### config.mk
export PLATFORM = sky130hd
export DESIGN_NAME = pipeline_hazard_ctrl
export DESIGN_NICKNAME = d
export VERILOG_FILES = /design/src/rtl/pipeline_hazard_ctrl.sv
export SDC_FILE = /design/constraint.sdc
export NUM_CORES = 1
export LEC_CHECK = 0
export BUFFER_PORTS_ARGS = -buffer_cell sky130_fd_sc_hd__buf_2
export CORE_MARGIN = 2
export CORE_UTILIZATION = 52
export CTS_CLUSTER_DIAMETER = 50
export CTS_CLUSTER_SIZE = 24
export DETAILED_ROUTE_END_ITERATION = 12
export PLACE_DENSITY = 0.77
export SKIP_LAST_GASP = 1
export SLEW_MARGIN = 20
export SYNTH_ARGS = -nofsm -noshare
export SYNTH_HDL_FRONTEND = slang
export SYNTH_SLANG_ARGS = --single-unit
### constraint.sdc
create_clock -name clk_i -period 2.98 [get_ports clk_i]
set_input_delay 0 -clock clk_i [delete_from_list [all_inputs] [get_ports clk_i]]
set_output_delay 0 -clock clk_i [all_outputs]
set_load 0.01 [all_outputs]
### src/rtl/pipeline_hazard_ctrl.sv
`default_nettype none
// ============================================================================
//  Module      : pipeline_hazard_ctrl
//  Description : Hazard and sequencing control for a 5-stage pipeline. Drives
//                the PC / pipeline-register enables and flushes for load-use
//                stalls, branch and jump flushes, data-memory freezes and a
//                debug halt/drain. It also keeps saturating stall and flush
//                counters and a sticky memory-timeout flag.
//  Revision    : 1.0 - initial release
// ============================================================================
module pipeline_hazard_ctrl #(
    parameter int CNT_W        = 32,
    parameter int MAX_WAIT     = 64,
    parameter int DRAIN_CYCLES = 3
) (
    input  logic             clk_i,
    input  logic             reset_i,
    input  logic [1:0]       idex_mem_read_i,
    input  logic [4:0]       idex_reg_write_addr_i,
    input  logic [4:0]       ifid_rs_i,
    input  logic [4:0]       ifid_rt_i,
    input  logic             ifid_uses_rt_i,
    input  logic             exmem_branch_i,
    input  logic             exmem_zero_i,
    input  logic             id_jump_i,
    input  logic             mem_req_i,
    input  logic             mem_ready_i,
    input  logic             halt_req_i,
    output logic             pc_write_o,
    output logic             ifid_write_o,
    output logic             ifid_flush_o,
    output logic             idex_flush_o,
    output logic             exmem_flush_o,
    output logic             pipe_write_o,
    output logic             halted_o,
    output logic             mem_timeout_o,
    output logic [CNT_W-1:0] stall_cnt_o,
    output logic [CNT_W-1:0] flush_cnt_o
);

    localparam int WAIT_W = $clog2(MAX_WAIT + 1);
    localparam int DRN_W  = $clog2(DRAIN_CYCLES + 1);
    localparam logic [WAIT_W-1:0] WAIT_LIMIT = WAIT_W'(MAX_WAIT);
    localparam logic [DRN_W-1:0]  DRAIN_LAST = DRN_W'(DRAIN_CYCLES - 1);

    typedef enum logic [1:0] {
        ST_RUN    = 2'd0,
        ST_DRAIN  = 2'd1,
        ST_HALTED = 2'd2
    } state_t;

    state_t            state_q, state_d;
    logic [WAIT_W-1:0] wait_cnt_q, wait_cnt_d;
    logic [DRN_W-1:0]  drain_cnt_q, drain_cnt_d;
    logic              timeout_q, timeout_d;
    logic [CNT_W-1:0]  stall_cnt_q, stall_cnt_d;
    logic [CNT_W-1:0]  flush_cnt_q, flush_cnt_d;

    logic freeze;
    logic taken;
    logic lu;

    assign freeze = mem_req_i & ~mem_ready_i;
    assign taken  = exmem_branch_i & exmem_zero_i;
    // A load in EX whose destination feeds the ID instruction; r0 never hazards.
    assign lu     = (idex_mem_read_i != 2'b00) && (idex_reg_write_addr_i != 5'd0) &&
                    ((idex_reg_write_addr_i == ifid_rs_i) ||
                     (ifid_uses_rt_i && (idex_reg_write_addr_i == ifid_rt_i)));

    // State, counters and flags register with synchronous active-low reset.
    always_ff @(posedge clk_i) begin
        if (!reset_i) begin
            state_q     <= ST_RUN;
            wait_cnt_q  <= '0;
            drain_cnt_q <= '0;
            timeout_q   <= 1'b0;
            stall_cnt_q <= '0;
            flush_cnt_q <= '0;
        end else begin
            state_q     <= state_d;
            wait_cnt_q  <= wait_cnt_d;
            drain_cnt_q <= drain_cnt_d;
            timeout_q   <= timeout_d;
            stall_cnt_q <= stall_cnt_d;
            flush_cnt_q <= flush_cnt_d;
        end
    end

    // Next-state logic for the FSM, drain/wait counters and performance counters.
    always_comb begin
        state_d     = state_q;
        drain_cnt_d = drain_cnt_q;
        wait_cnt_d  = '0;
        timeout_d   = timeout_q;
        stall_cnt_d = stall_cnt_q;
        flush_cnt_d = flush_cnt_q;

        // Freeze run length saturates at the limit; the flag stays sticky.
        if (freeze) begin
            wait_cnt_d = (wait_cnt_q == WAIT_LIMIT) ? wait_cnt_q : wait_cnt_q + WAIT_W'(1);
            if (wait_cnt_d == WAIT_LIMIT) begin
                timeout_d = 1'b1;
            end
        end

        // A frozen cycle outranks a taken branch, so it is not a flush cycle.
        if (taken && !freeze && state_q != ST_HALTED && flush_cnt_q != {CNT_W{1'b1}}) begin
            flush_cnt_d = flush_cnt_q + CNT_W'(1);
        end

        if (state_q == ST_RUN && (freeze || (lu && !taken)) && stall_cnt_q != {CNT_W{1'b1}}) begin
            stall_cnt_d = stall_cnt_q + CNT_W'(1);
        end

        case (state_q)
            ST_RUN: begin
                drain_cnt_d = '0;
                if (halt_req_i && !freeze && !taken) begin
                    state_d = ST_DRAIN;
                end
            end
            ST_DRAIN: begin
                if (!halt_req_i) begin
                    state_d     = ST_RUN;
                    drain_cnt_d = '0;
                end else if (!freeze) begin
                    if (drain_cnt_q == DRAIN_LAST) begin
                        state_d     = ST_HALTED;
                        drain_cnt_d = '0;
                    end else begin
                        drain_cnt_d = drain_cnt_q + DRN_W'(1);
                    end
                end
            end
            ST_HALTED: begin
                if (!halt_req_i) begin
                    state_d = ST_RUN;
                end
            end
            default: begin
                state_d     = ST_RUN;
                drain_cnt_d = '0;
            end
        endcase
    end

    // Pipeline enables and flushes decoded from the state and this cycle's hazards.
    always_comb begin
        pc_write_o    = 1'b1;
        ifid_write_o  = 1'b1;
        ifid_flush_o  = 1'b0;
        idex_flush_o  = 1'b0;
        exmem_flush_o = 1'b0;
        pipe_write_o  = 1'b1;
        halted_o      = 1'b0;

        if (!reset_i) begin
            pc_write_o   = 1'b0;
            ifid_write_o = 1'b0;
            pipe_write_o = 1'b0;
        end else begin
            case (state_q)
                ST_RUN: begin
                    if (freeze) begin
                        pc_write_o   = 1'b0;
                        ifid_write_o = 1'b0;
                        pipe_write_o = 1'b0;
                    end else if (taken) begin
                        ifid_flush_o  = 1'b1;
                        idex_flush_o  = 1'b1;
                        exmem_flush_o = 1'b1;
                    end else if (lu) begin
                        // The bubble moves the load out of EX, so the hazard clears itself.
                        pc_write_o   = 1'b0;
                        ifid_write_o = 1'b0;
                        idex_flush_o = 1'b1;
                    end else if (id_jump_i) begin
                        ifid_flush_o = 1'b1;
                    end
                end
                ST_DRAIN: begin
                    // IF/ID is held so execution resumes with the same instruction.
                    pc_write_o   = 1'b0;
                    ifid_write_o = 1'b0;
                    idex_flush_o = 1'b1;
                    pipe_write_o = ~freeze;
                    if (taken && !freeze) begin
                        pc_write_o    = 1'b1;
                        ifid_flush_o  = 1'b1;
                        exmem_flush_o = 1'b1;
                    end
                end
                default: begin
                    pc_write_o   = 1'b0;
                    ifid_write_o = 1'b0;
                    pipe_write_o = 1'b0;
                    halted_o     = 1'b1;
                end
            endcase
        end
    end

    assign mem_timeout_o = timeout_q;
    assign stall_cnt_o   = stall_cnt_q;
    assign flush_cnt_o   = flush_cnt_q;

endmodule
`default_nettype wire

; ---- After elaboration in Yosys (flattened, before gate mapping)
; Index checks and enable logic that the tools add are counted.
[word_totals]
reg_bits = 76
latchBits = 0
ram_bits = 0
romBits = 0
in_bits = 26
out_inout_bits = 72
elab_cells = 91
mem_count = 0
[classes]
n_addsub = 4
multipliers = 0
div_mod_pow = 0
order_cmp = 0
n_eq_ne = 14
n_shift = 0
muxes = 39
bitwise_logic = 5
reduce_logical = 23
[op_table]
columns = cell, n
row1 = $add A32 B1 Y32 const B, 2
row2 = $ne A32 B32 Y1 const B, 2
row3 = $mux W1, 23
row4 = $mux W2, 8
row5 = $eq A7 B7 Y1 const B, 2
row6 = $logic_and A1 B1 Y1, 11
row7 = $eq A5 B5 Y1, 2
row8 = $pmux W1 S2, 5
row9 = $add A7 B1 Y7 const B, 1
row10 = $mux W7, 1
row11 = $ne A3 B3 Y1 const B, 2
row12 = $pmux W2 S3, 1
row13 = $reduce_and A2 Y1, 3
row14 = $reduce_bool A5 Y1, 1
row15 = $eq A2 B2 Y1 const B, 2
row16 = $ne A2 B2 Y1 const B, 2
row17 = $pmux W2 S2, 1
row18 = $reduce_and A4 Y1, 1
row19 = $not A1 Y1, 3
row20 = $add A2 B1 Y2 const B, 1
row21 = $and A1 B1 Y1, 2
row22 = $eq A2 B1 Y1 const B, 1
row23 = $logic_not A1 Y1, 2
row24 = $logic_not A2 Y1, 1
row25 = 4 further kinds, 5

; ---- Depth between registers and ports, before layout
[depth]
word_depth = 9
mapped_depth = 9
ltp_nobuf = 7

; ---- Worst setup path after synthesis
; Ideal clock, no wire load.
[synth_path]
kind = register to register
startpoint = reg flush_cnt_q[0] (netlist: flush_cnt_o[0])
endpoint = reg flush_cnt_q[23] (netlist: flush_cnt_o[23])
setup_time_ns = 0.128
arrival_ns = 2.079
t_required_ns = 2.852
setup_slack_ns = 0.774
stages_incl_launch_ff = 9
path_buffers = 1
period_less_slack_ns = 2.206
path_cell_list = dfxtp_1 -> ha_1 -> nand3_1 -> or3_1 -> nor4b_2 -> clkbuf_1 -> nor3_1 -> xnor2_1 -> nor2_1
[synth_between]
elab_chain_len = 2
word_cells_on_any_way = 3
cone_classes = add/sub (1) / eq/ne (1) / reduce/logical (1)
[synth_lines]
columns = element, line_no
row1 = start: declaration, 57  ; logic [CNT_W-1:0] flush_cnt_q, flush_cnt_d;
row2 = start signal: assignment, 85  ; flush_cnt_q <= flush_cnt_d;
row3 = branches (longest 2 deep; another with $add A32 B1 Y32), -
; Parallel ways; which one is timed is not known.
; A chain may end at the register's enable or synchronous reset.

; ---- Worst setup path in the final report
[layout_path]
startpoint = reg stall_cnt_q[0] (netlist: stall_cnt_o[0])
endpoint = reg stall_cnt_q[10] (netlist: stall_cnt_o[10])
[layout_between]
elab_chain_len = 2
word_cells_on_any_way = 3
cone_classes = add/sub (1) / eq/ne (1) / reduce/logical (1)
[layout_lines]
columns = element, line_no
row1 = start: declaration, 56  ; logic [CNT_W-1:0] stall_cnt_q, stall_cnt_d;
row2 = start signal: assignment, 84  ; stall_cnt_q <= stall_cnt_d;
row3 = branches (longest 2 deep; another with $add A32 B1 Y32), -
; Parallel ways; which one is timed is not known.

==> results.json <==
{
  "min_path_type": "in -> reg",
  "cts.hold.buffers_added": 1,
  "ir_drop_mv": 0.1807,
  "antenna_found_initial": 0,
  "hold_violations": 0,
  "wirelength_um": 10020,
  "yosysTopAreaCell": "dfxtp_1",
  "design.die.area_mm2": 0.008943,
  "endpoint_kind": "flip-flop",
  "whs_ns": 0.1793,
  "cts_buffer_depth": 2,
  "globalRouteOverflowTotal": 0,
  "area_growth_pct": 18.42,
  "clk_pin_slew_worst_paths_ns": 0.08,
  "switching_power_mw": 0.5048,
  "core_area_mm2": 0.008093,
  "tightest_slew_ns": 0.7534,
  "drc_errors": 0,
  "synth_area_leaders": "dfxtp_1, xnor2_1, nand2_1",
  "cts_setup_buffers": 0,
  "endpoint": "stall_cnt_o[10]$_SDFFE_PN0P_",
  "drv_slew": 0,
  "reg2reg_to": "stall_cnt_o[10]$_SDFFE_PN0P_",
  "dp_slack_ns": 0.5118,
  "ys_seq_area_frac": 0.3567,
  "cts_tree": "built",
  "synthCells": 525,
  "synth.distinct_cells": 54,
  "p_int_mw": 1.426,
  "gp_congestion": 0.8598,
  "period_share": 0.8339,
  "critical_path_required_ns": 3.18,
  "status": "finished clean",
  "p_leak_nw": 1.974,
  "grt_util_all_layers": 0.2311,
  "fin_crit_ns": 2.485,
  "syn-cell-area_mm2": 0.004265,
  "cts_made_buffers": 9,
  "combPwrFrac": 0.083,
  "grt_pass1_wl_um": 16770,
  "fmax_ghz": 0.4024,
  "ctsResizeCount": 0,
  "switching_share": 0.2615,
  "critical_path.max_stage_delay_ns": 0.74,
  "drt_iter0_markers": 168,
  "slowest_stage": "or4_1",
  "start_util": 0.5271,
  "powerDensity_mw_per_mm2": 382.2,
  "ant_nets": 0,
  "drt_first_pass_iters": 5,
  "cts_root_buffer": "clkbuf_8",
  "synth_edf_count": 0,
  "worst-path-max-fanout": 11,
  "drv_cap": 0,
  "die_w_um": 94.57,
  "fill_cells": 735,
  "grt_pass1_vias": 3671,
  "skew_ns": 0.007843,
  "utilization": 0.6242,
  "clock_sinks": 76,
  "seq_power_share": 0.532,
  "avgSynthCellArea_um2": 8.124,
  "critPathLaunchType": "flip-flop",
  "synth-main-ff-cell": "dfxtp_1",
  "dieHeight_um": 94.57,
  "viasPerCell": 5.615,
  "arrival_ns": 2.68,
  "tns_ns": 0,
  "yosys_register_bits": 76,
  "worst-r2r-cell-count": 8,
  "clockPowerShare": 0.385,
  "row_count": 33,
  "hpwlAfterDp_um": 7180,
  "nets": 645,
  "r2r_slack_ns": 0.50,
  "n_antenna_cell": 0,
  "numPortBuffers": 97,
  "ioPinCount": 98,
  "syn-num-nets": 555,
  "crit_start": "stall_cnt_o[0]$_SDFFE_PN0P_",
  "synthDominantCellAreaShare": 0.3567,
  "crit_path_cell_trace": "ha_1, inv_1, or4_1, nor3_4, buf_4, or4_1, or3_1, a21oi_1",
  "vias": 4071,
  "setup_viol_count_final": 0,
  "cts_max_level": 3,
  "drive_gt1_frac": 0.2242,
  "grt_max_degree": 47,
  "critPathKind": "reg -> reg",
  "synthArstFlopShare": 0,
  "wire_per_inst_um": 13.82,
  "clock_latency_ns": 0.35,
  "path_common_cell": "or4_1",
  "setup_ws_ns": 0.4951,
  "synth.yosys.warnings": 0,
  "rsz0062_at_grt": "no",
  "regToRegStartpoint": "stall_cnt_o[0]$_SDFFE_PN0P_",
  "slew_headroom": 0.4972
}
==> registers in the layout (all words and copies together) (netlist names) <==
signal / cells
wait_cnt_q: 7
mem_timeout_o: 1
state_q: 2
drain_cnt_q: 2
flush_cnt_o: 32
stall_cnt_o: 32
==> worst min path at each step <==
stage          depth (start not counted)  slack (ns)                 endpoint          from
2_1_floorplan                          2        0.12  state_q[1]$_SDFFE_PN0P_    halt_req_i
3_3_place_gp                           3        0.26  state_q[1]$_SDFFE_PN0P_    halt_req_i
3_5_place_dp                           3        0.26  state_q[1]$_SDFFE_PN0P_    halt_req_i
4_1_cts                                5        0.16  state_q[0]$_SDFFE_PN0P_  exmem_zero_i
5_1_grt                                5        0.22  state_q[0]$_SDFFE_PN0P_  exmem_zero_i
6_report                               5        0.18  state_q[0]$_SDFFE_PN0P_  exmem_zero_i
==> cell type report <==
| class | count | area (µm²) | share of cell area |
|---|---|---|---|
| Clock buffer | 11 | 151.4 | 0.02997 |
| Clock inverter | 5 | 36.28 | 0.007184 |
| Inverter | 14 | 52.55 | 0.01040 |
| Multi-Input combinational cell | 407 | 2582 | 0.5113 |
| Sequential cell | 76 | 1521 | 0.3012 |
| Tap cell | 105 | 131.4 | 0.02601 |
| Timing Repair Buffer | 107 | 575.6 | 0.1139 |
==> stage by stage <==
step | instances | instance area [µm²] | power (mW)
after global routing | 725 | 5051 | 2.000
after global placement | 708 | 4853 | 1.204
after detailed placement | 708 | 4853 | 1.210
after floorplan | 525 | 4265 | 1.151
after CTS | 725 | 5051 | 1.944
final | 725 | 5051 | 1.931
==> routing by layer <==
metal,track usage,part of all wire
met5,0,0
met4,0.07367,0.011
met3,0.03512,0.054
met2,0.3881,0.47
met1,0.3058,0.47
==> synthesized netlist by cell type, types with 2 or more instances <==
cell,number
dfxtp_1,76
nand2_1,51
nor2_1,50
xnor2_1,34
nand3_1,25
nor3_1,24
nand2b_1,23
a21oi_1,22
clkbuf_1,21
nor4_1,20
mux2i_1,17
or3_1,15
inv_1,13
nand4_1,13
or4_1,12
and3_1,10
o21ai_0,9
xor2_1,9
o31ai_1,8
o21ai_1,7
nand4b_1,5
and2_1,4
ha_1,4
nor3b_1,4
o21a_1,4
and4_1,3
buf_2,3
nor4b_1,3
or2_2,3
buf_1,2
buf_6,2
nand3b_1,2
nand4_2,2
o211ai_1,2
o221a_2,2
o311ai_1,2
o41ai_1,2
==> cells by family (layout without fill, tap and decap cells) <==
logic type | Yosys count | in the layout | synth area share
AOI/OAI and AO/OA | 63 | 63 | 0.09211
xor gates and xnor gates | 43 | 43 | 0.08830
adders and majority gates | 4 | 4 | 0.01173
buffers and inverters | 42 | 137 | 0.04136
DFF | 76 | 76 | 0.3567
muxes | 18 | 18 | 0.04253
and+or+nand+nor | 279 | 279 | 0.3673
==> power groups by stage <==
| stage | sequential, mW | clock [mW] | combinational (mW) |
|---|---|---|---|
| CTS | 1.03 | 0.756 | 0.161 |
| floorplan | 1.05 | 0 | 0.100 |
| finish | 1.03 | 0.743 | 0.161 |
| detailed placement | 1.05 | 0 | 0.159 |
| global route | 1.03 | 0.795 | 0.177 |
| global placement | 1.05 | 0 | 0.154 |
==> placed cells by master (no fill, tap or decap), types with 7 or more instances in the layout <==
master     n
or3_1     15
nor3_1    24
nor2_1    50
dfxtp_1   76
nand2_1   51
nor4_1    20
mux2i_1   17
buf_4      8
o31ai_1    8
o21ai_0    9
nand2b_1  23
a21oi_1   22
and3_1    10
o21ai_1    7
inv_1     13
nand3_1   25
nand4_1   13
buf_2     97
clkbuf_8  11
or4_1     12
xnor2_1   34
xor2_1     9
==> worst max-delay path, delay by kind of cell, from the launching register on <==
family,cells,cell delay [ns]
fa+ha+maj,1,0.23
flops,1,0.42
compound gates,1,0.06
simple gates,4,1.35
buf+inv,2,0.28
(Power assumes the default switching activity.)
